===== src/rtl/vram_arbiter.sv =====
// rtl/vram_arbiter.sv - single-port VRAM arbiter between video scan-out and soft CPU
// Video wins every slot unless a CPU request has lost STARVE_LIM slots in a row.
module vram_arbiter #(
  parameter int ADDR_W     = 13,
  parameter int DATA_W     = 8,
  parameter int STARVE_LIM = 8
) (
  input  logic              clk,
  input  logic              reset,
  input  logic              vid_req,
  input  logic [ADDR_W-1:0] vid_addr,
  output logic [DATA_W-1:0] vid_rdata,
  output logic              vid_valid,
  output logic              vid_drop,
  input  logic              cpu_req,
  input  logic              cpu_we,
  input  logic [ADDR_W-1:0] cpu_addr,
  input  logic [DATA_W-1:0] cpu_wdata,
  output logic [DATA_W-1:0] cpu_rdata,
  output logic              cpu_ack,
  output logic              mem_en,
  output logic              mem_we,
  output logic [ADDR_W-1:0] mem_addr,
  output logic [DATA_W-1:0] mem_wdata,
  input  logic [DATA_W-1:0] mem_rdata
);

  typedef enum logic [1:0] {TAG_NONE, TAG_VID, TAG_CPU_RD, TAG_CPU_WR} tag_t;

  localparam logic [7:0] LIM = 8'(STARVE_LIM);

  logic [7:0] wait_cnt;
  logic       cpu_busy;
  tag_t       tag1;
  tag_t       tag2;

  logic cpu_eligible;
  logic force_cpu;
  logic grant_cpu;
  logic grant_vid;
  logic tag2_cpu;

  assign cpu_eligible = cpu_req & ~cpu_busy;
  assign force_cpu    = cpu_eligible & (wait_cnt == LIM);
  assign grant_cpu    = force_cpu | (cpu_eligible & ~vid_req);
  assign grant_vid    = vid_req & ~force_cpu;
  assign tag2_cpu     = (tag2 == TAG_CPU_RD) || (tag2 == TAG_CPU_WR);

  always_ff @(posedge clk or negedge reset) begin
    if (!reset) begin
      wait_cnt  <= '0;
      cpu_busy  <= 1'b0;
      tag1      <= TAG_NONE;
      tag2      <= TAG_NONE;
      mem_en    <= 1'b0;
      mem_we    <= 1'b0;
      mem_addr  <= '0;
      mem_wdata <= '0;
      vid_drop  <= 1'b0;
      vid_valid <= 1'b0;
      vid_rdata <= '0;
      cpu_ack   <= 1'b0;
      cpu_rdata <= '0;
    end else begin
      mem_en   <= grant_cpu | grant_vid;
      mem_we   <= grant_cpu & cpu_we;
      vid_drop <= force_cpu & vid_req;

      // Idle slots leave address and write data parked on the last grant.
      if (grant_cpu) begin
        mem_addr  <= cpu_addr;
        mem_wdata <= cpu_wdata;
      end else if (grant_vid) begin
        mem_addr <= vid_addr;
      end

      // A non-granted eligible CPU request can only mean video took the slot.
      if (grant_cpu || !cpu_eligible) begin
        wait_cnt <= '0;
      end else if (wait_cnt != LIM) begin
        wait_cnt <= wait_cnt + 8'd1;
      end

      if (grant_cpu) begin
        tag1 <= cpu_we ? TAG_CPU_WR : TAG_CPU_RD;
      end else if (grant_vid) begin
        tag1 <= TAG_VID;
      end else begin
        tag1 <= TAG_NONE;
      end
      tag2 <= tag1;

      vid_valid <= (tag2 == TAG_VID);
      cpu_ack   <= tag2_cpu;
      if (tag2 == TAG_VID) begin
        vid_rdata <= mem_rdata;
      end
      if (tag2 == TAG_CPU_RD) begin
        cpu_rdata <= mem_rdata;
      end

      if (grant_cpu) begin
        cpu_busy <= 1'b1;
      end else if (tag2_cpu) begin
        cpu_busy <= 1'b0;
      end
    end
  end

endmodule


===== config.mk =====
export PLATFORM = sky130hd
export DESIGN_NAME = vram_arbiter
export DESIGN_NICKNAME = d
export VERILOG_FILES = /design/src/rtl/vram_arbiter.sv
export SDC_FILE = /design/constraint.sdc
export NUM_CORES = 1
export LEC_CHECK = 0
export ABC_AREA = 1
export ABC_CLOCK_PERIOD_IN_PS = 2500
export BUFFER_PORTS_ARGS = -buffer_cell sky130_fd_sc_hd__buf_2
export CORE_AREA = 2 2 112 70
export CTS_BUF_LIST = sky130_fd_sc_hd__clkbuf_2 sky130_fd_sc_hd__clkbuf_4 sky130_fd_sc_hd__clkbuf_8
export DETAILED_ROUTE_END_ITERATION = 10
export DIE_AREA = 0 0 114 72
export PLACE_DENSITY = 0.69
export SLEW_MARGIN = 20
export SYNTH_ARGS = -nofsm -noshare
export SYNTH_HDL_FRONTEND = slang
export SYNTH_SLANG_ARGS = --single-unit

===== constraint.sdc =====
create_clock -name clk -period 2.5 [get_ports clk]
set_input_delay 0.125 -clock clk [delete_from_list [all_inputs] [get_ports clk]]
set_output_delay 0.125 -clock clk [all_outputs]
set_load 0.01 [all_outputs]

**Word level (Yosys, flattened, before mapping)**

Index checks and enable logic that the tools add are counted.

- Add/sub/neg operators: 1
- Equality and inequality tests: 5
- Multiplexer cells: 9
- Bitwise operators: 11
- Reduce and logical (&&, ||, !) cells: 6

Operator list:

| kind | number |
|---|---|
| two-way mux 13 bit | 2 |
| two-way mux 8 bit | 2 |
| adder 8 x 1 -> 8 bit, second input constant | 1 |
| equality test 8 x 4 -> 1 bit, second input constant | 1 |
| != test 8 x 4 -> 1 bit, second input constant | 1 |
| AND 1 bit | 6 |
| nonzero test 2 bit | 3 |
| equality test 2 bit, second input constant | 2 |
| two-way mux 1 bit | 4 |
| inverter 1 bit | 3 |
| equality test 2 x 1 -> 1 bit, second input constant | 1 |
| logical OR 1 bit | 2 |
| two-way mux 2 bit | 1 |
| bitwise OR 1 bit | 2 |
| zero test 1 bit | 1 |

- Flip-flop bits (word level): 55
- Output and inout port bits: 42
- Logic and storage cells: 45

**Longest topological paths before layout**

- Depth in word-level cells: 7
- Gate-level depth with buffers: 8
- Mapped depth without buffers: 8

**Worst setup path before layout**

OpenSTA, ideal clock, no wires.

- Kind: reg2reg
- Start point: reg wait_cnt[0]
- End point: reg mem_addr[10]
- Setup time: 124 ps
- Arrival: 1,227 ps
- Data required time: 2,376 ps
- Path slack: 1,149 ps
- Cell stages (with the launch flop): 9
- Period minus slack after synthesis: 1,351 ps
- Cell sequence: dfrtp_1 > inv_1 > ha_1 > nand2_1 > nor2_1 > nand3_4 > buf_6 > nand3_1 > nand3_1

- Longest elaborated chain between the ends: 5
- Elaborated cells between the ends (all ways): 7

RTL lines:

| element | line | RTL |
|---|---|---|
| from (decl) | 32 | `logic [7:0] wait_cnt;` |
| from (signal assigned) | 81 | `wait_cnt <= wait_cnt + 8'd1;` |
| equality test 8 x 4 -> 1 bit * | 44 | `assign force_cpu = cpu_eligible & (wait_cnt == LIM);` |
| AND 1 bit * | 44 |  |
| inverter 1 bit | 46 | `assign grant_vid = vid_req & ~force_cpu;` |
| AND 1 bit | 46 |  |
| nonzero test 2 bit (no line) | -- |  |
| to (signal assigned) | 71 | `mem_addr <= cpu_addr;` |
| to (signal assigned) | 74 | `mem_addr <= vid_addr;` |
| to (decl) | 23 | `output logic [ADDR_W-1:0] mem_addr,` |

Every way passes the cells marked *; elsewhere a longest branch is shown, timed or not.
A chain may end at the register's enable or synchronous reset.

**Worst setup path in the final report**

- Start point: reg wait_cnt[0]
- End point: reg wait_cnt[6]

- Longest elaborated chain between the ends: 5
- Elaborated cells between the ends (all ways): 9

RTL lines:

| element |
|---|
| branches (longest 5 deep; another with adder 8 x 1 -> 8 bit) |

Several ways; the timed one is not identified. The select of a mux whose other input is x is not followed.

==> flow_metrics.py <==
metrics = {
    "floorplan": {
        "pin_count": 89,
        "dieArea_sq_mm": 0.00821,
        "coreArea_sq_mm": 0.00715,
        "core.rowCount": 24,
        "dieHeight_microns": 72,
        "start_util": 0.343,
        "die_w_microns": 114,
    },
    "clocking": {
        "htreeDepth": 2,
        "clk_pin_slew_ns": 0.11,
        "cts_resized": 0,
        "clock_sinks": 55,
        "postCtsSetupBuffers": 0,
        "cts_tree": "built",
        "insertion_delay_ns": 0.31,
        "root_buffer": "clkbuf_8",
        "cts_buffers": 5,
        "clockBufferDepth": 2,
    },
    "final_layout": {
        "fill_cells": 707,
        "drive_gt1_frac": 0.324,
        "stdcell_count": 446,
        "nets": 403,
        "syn_to_final_growth_pct": 25.1,
        "diodes": 0,
        "fin_util": 0.430,
    },
    "detailed_routing": {
        "wl_per_cell_microns": 12.6,
        "ant_nets": 0,
        "firstDrtPassIters": 4,
        "route.detailed.drc": 0,
        "drt-total-wl_microns": 5640,
        "drtIter0Drc": 162,
        "num_vias": 2106,
        "post_drt_via_cell_ratio": 4.72,
    },
    "logic_synthesis": {
        "synth_seq_cells": 55,
        "syn_area_sq_mm": 0.00245,
        "syn_avg_cell_area_sq_um": 9.23,
        "ys_top_cells_by_area": "dfrtp_1 56%, nand3_1 11%, nand2_1 8.9%",
        "post_synth_num_cell_types": 24,
        "synthArstFlopShare": 1.00,
        "yosysWarnings": 0,
        "synth_edf_count": 0,
        "synth_area_leader_cell": "dfrtp_1",
        "synth_flop_cell": "dfrtp_1",
        "yosysTopAreaCellShare": 0.561,
        "syn_inst": 266,
        "yosysMostFrequentCell": "nand2_1",
        "synth_common_cells": "58 x nand2_1, 55 x dfrtp_1, 52 x nand3_1, 20 x inv_1, 19 x o21ai_0",
        "syn_nets": 315,
        "ys_seq_area_frac": 0.561,
    },
    "worst_setup_path": {
        "worstSetupEndpoint": "wait_cnt[6]",
        "reg2reg_slack_ns": 0.83,
        "cp_max_fo": 14,
        "worst-r2r-cell-count": 7,
        "crit_arrival_ns": 1.87,
        "cp.required_ns": 2.70,
        "crit_path_end_kind": "flop",
        "worst_setup_path_start_kind": "flop",
        "reg2reg_to": "wait_cnt[6]",
        "crit_path_start": "wait_cnt[0]",
        "timing.rr.start": "wait_cnt[0]",
        "criticalPathCategory": "reg -> reg",
    },
    "sta": {
        "setup_viol": 0,
        "rsz0062_at_grt": "false",
        "hold_viol_final": 0,
        "tightest_slew_ns": 0.858,
        "report.final.slew_viol_count": 0,
        "slew_headroom": 0.428,
        "fin_crit_sh": 0.668,
        "post-route-min-period_ns": 1.67,
        "setup_tns_ns": 0,
        "timing.fmax_ghz": 0.599,
        "setup_ws_ns": 0.831,
        "skew_ns": 0.00993,
    },
    "global_routing": {
        "antenna_found_initial": 0,
        "grt_max_degree": 41,
        "grt_pass1_wl_microns": 9430,
        "grt_pass1_vias": 1979,
        "track_usage": 0.142,
        "grt_overflow": 0,
    },
    "placement": {
        "dpl.cell_count": 436,
        "pre_cts_ws_ns": 0.859,
        "gp_congestion": 0.822,
        "dp_hpwl_microns": 4060,
        "portBuffers": 88,
    },
    "power": {
        "power.density_mw_per_mm2": 533,
        "power.leakage_nw": 1.62,
        "ir_worst_vdd_uv": 210,
    },
    "outcome": {
        "status": "complete, no violations",
    },
    "worst_hold_path": {
        "min-delay-path-class": "in -> reg",
        "holdPathStages": 3,
    },
    "job": {
        "cap_violations": 0,
    },
}
[metal layers]
metal,track usage,vias to the layer above,part of all wire
met4,0.0285,0,0.0090
met1,0.207,981,0.49
li1,-,1034,-
met3,0.0368,7,0.077
met2,0.217,84,0.42
met5,0,-,0
[flip-flops by register name, summed over array words and instances (netlist names)]
name / cells
mem_addr: 13
cpu_rdata: 8
mem_wdata: 8
vid_rdata: 8
wait_cnt: 8
tag1: 2
tag2: 2
cpu_ack: 1
cpu_busy: 1
mem_en: 1
mem_we: 1
vid_drop: 1
vid_valid: 1
[worst max-delay path, cell delays in order, from the launching register on]
cell and delay [ns]:
dfrtp_1 0.42, inv_1 0.07, ha_1 0.18, nand3_2 0.11, o21ai_4 0.41, nand2_4 0.18
nand2_4 0.15, nor2_1 0.05
[repair_timing]
item                                    CTS  global route
endpoints found under the hold margin    39             0
hold buffers                              2             0
endpoints found under the setup margin    0             0
[metrics by stage]
stage	cell area, sq um	total power [W]	hold slack (ns)
floorplan	2450	0.00103	-0.171
global placement	2960	0.00113	0.287
detailed placement	2960	0.00113	0.287
CTS	3070	0.00165	0.000479
global route	3070	0.00172	0.0166
finish	3070	0.00164	0.00701
[power breakdown]
group          total, W  switching [W]  internal, W
registers      0.000939      0.0000171     0.000922
logic          0.000170      0.0000925    0.0000778
clock network  0.000527       0.000320     0.000207
[logic make-up after synthesis]
group,Yosys count,share of synthesized area
buffers and inverters,36,0.0688
adder cells (fa/ha/maj),2,0.0102
XOR/XNOR,3,0.0107
flip-flops,55,0.561
AO/OA/AOI/OAI,33,0.0851
AND/OR/NAND/NOR,137,0.265
[worst min path at each step]
stage	start	endpoint	slack, ns
finish	cpu_wdata[1]	mem_wdata[1]	0.007
global route	cpu_wdata[6]	mem_wdata[6]	0.02
CTS	cpu_wdata[1]	mem_wdata[1]	0.0005
detailed placement	reset	mem_wdata[6]	0.29
global placement	reset	mem_wdata[6]	0.29
floorplan	reset	cpu_ack	-0.17
[placed cells by master, fill, tap and decap left out, types with 3 or more instances in the layout]
cell	instances
buf_4	3
a21boi_1	5
dfrtp_1	55
nand2_1	58
nand3_2	4
o21ai_0	19
nor2_1	15
inv_1	20
buf_2	88
nand3_1	52
clkbuf_8	5
inv_2	3
nand2_4	3
a21boi_0	8
[layout make-up]
cell class	instances	area, sq um	share of cell area
well taps	91	114	0.0371
clock inverters	3	27.5	0.00896
multi-input cells	175	910	0.296
clock buffers	5	68.8	0.0224
repair buffers	93	483	0.157
inverters	24	92.6	0.0301
flip-flops and latches	55	1380	0.448
Power figures use the tool's default switching activity.
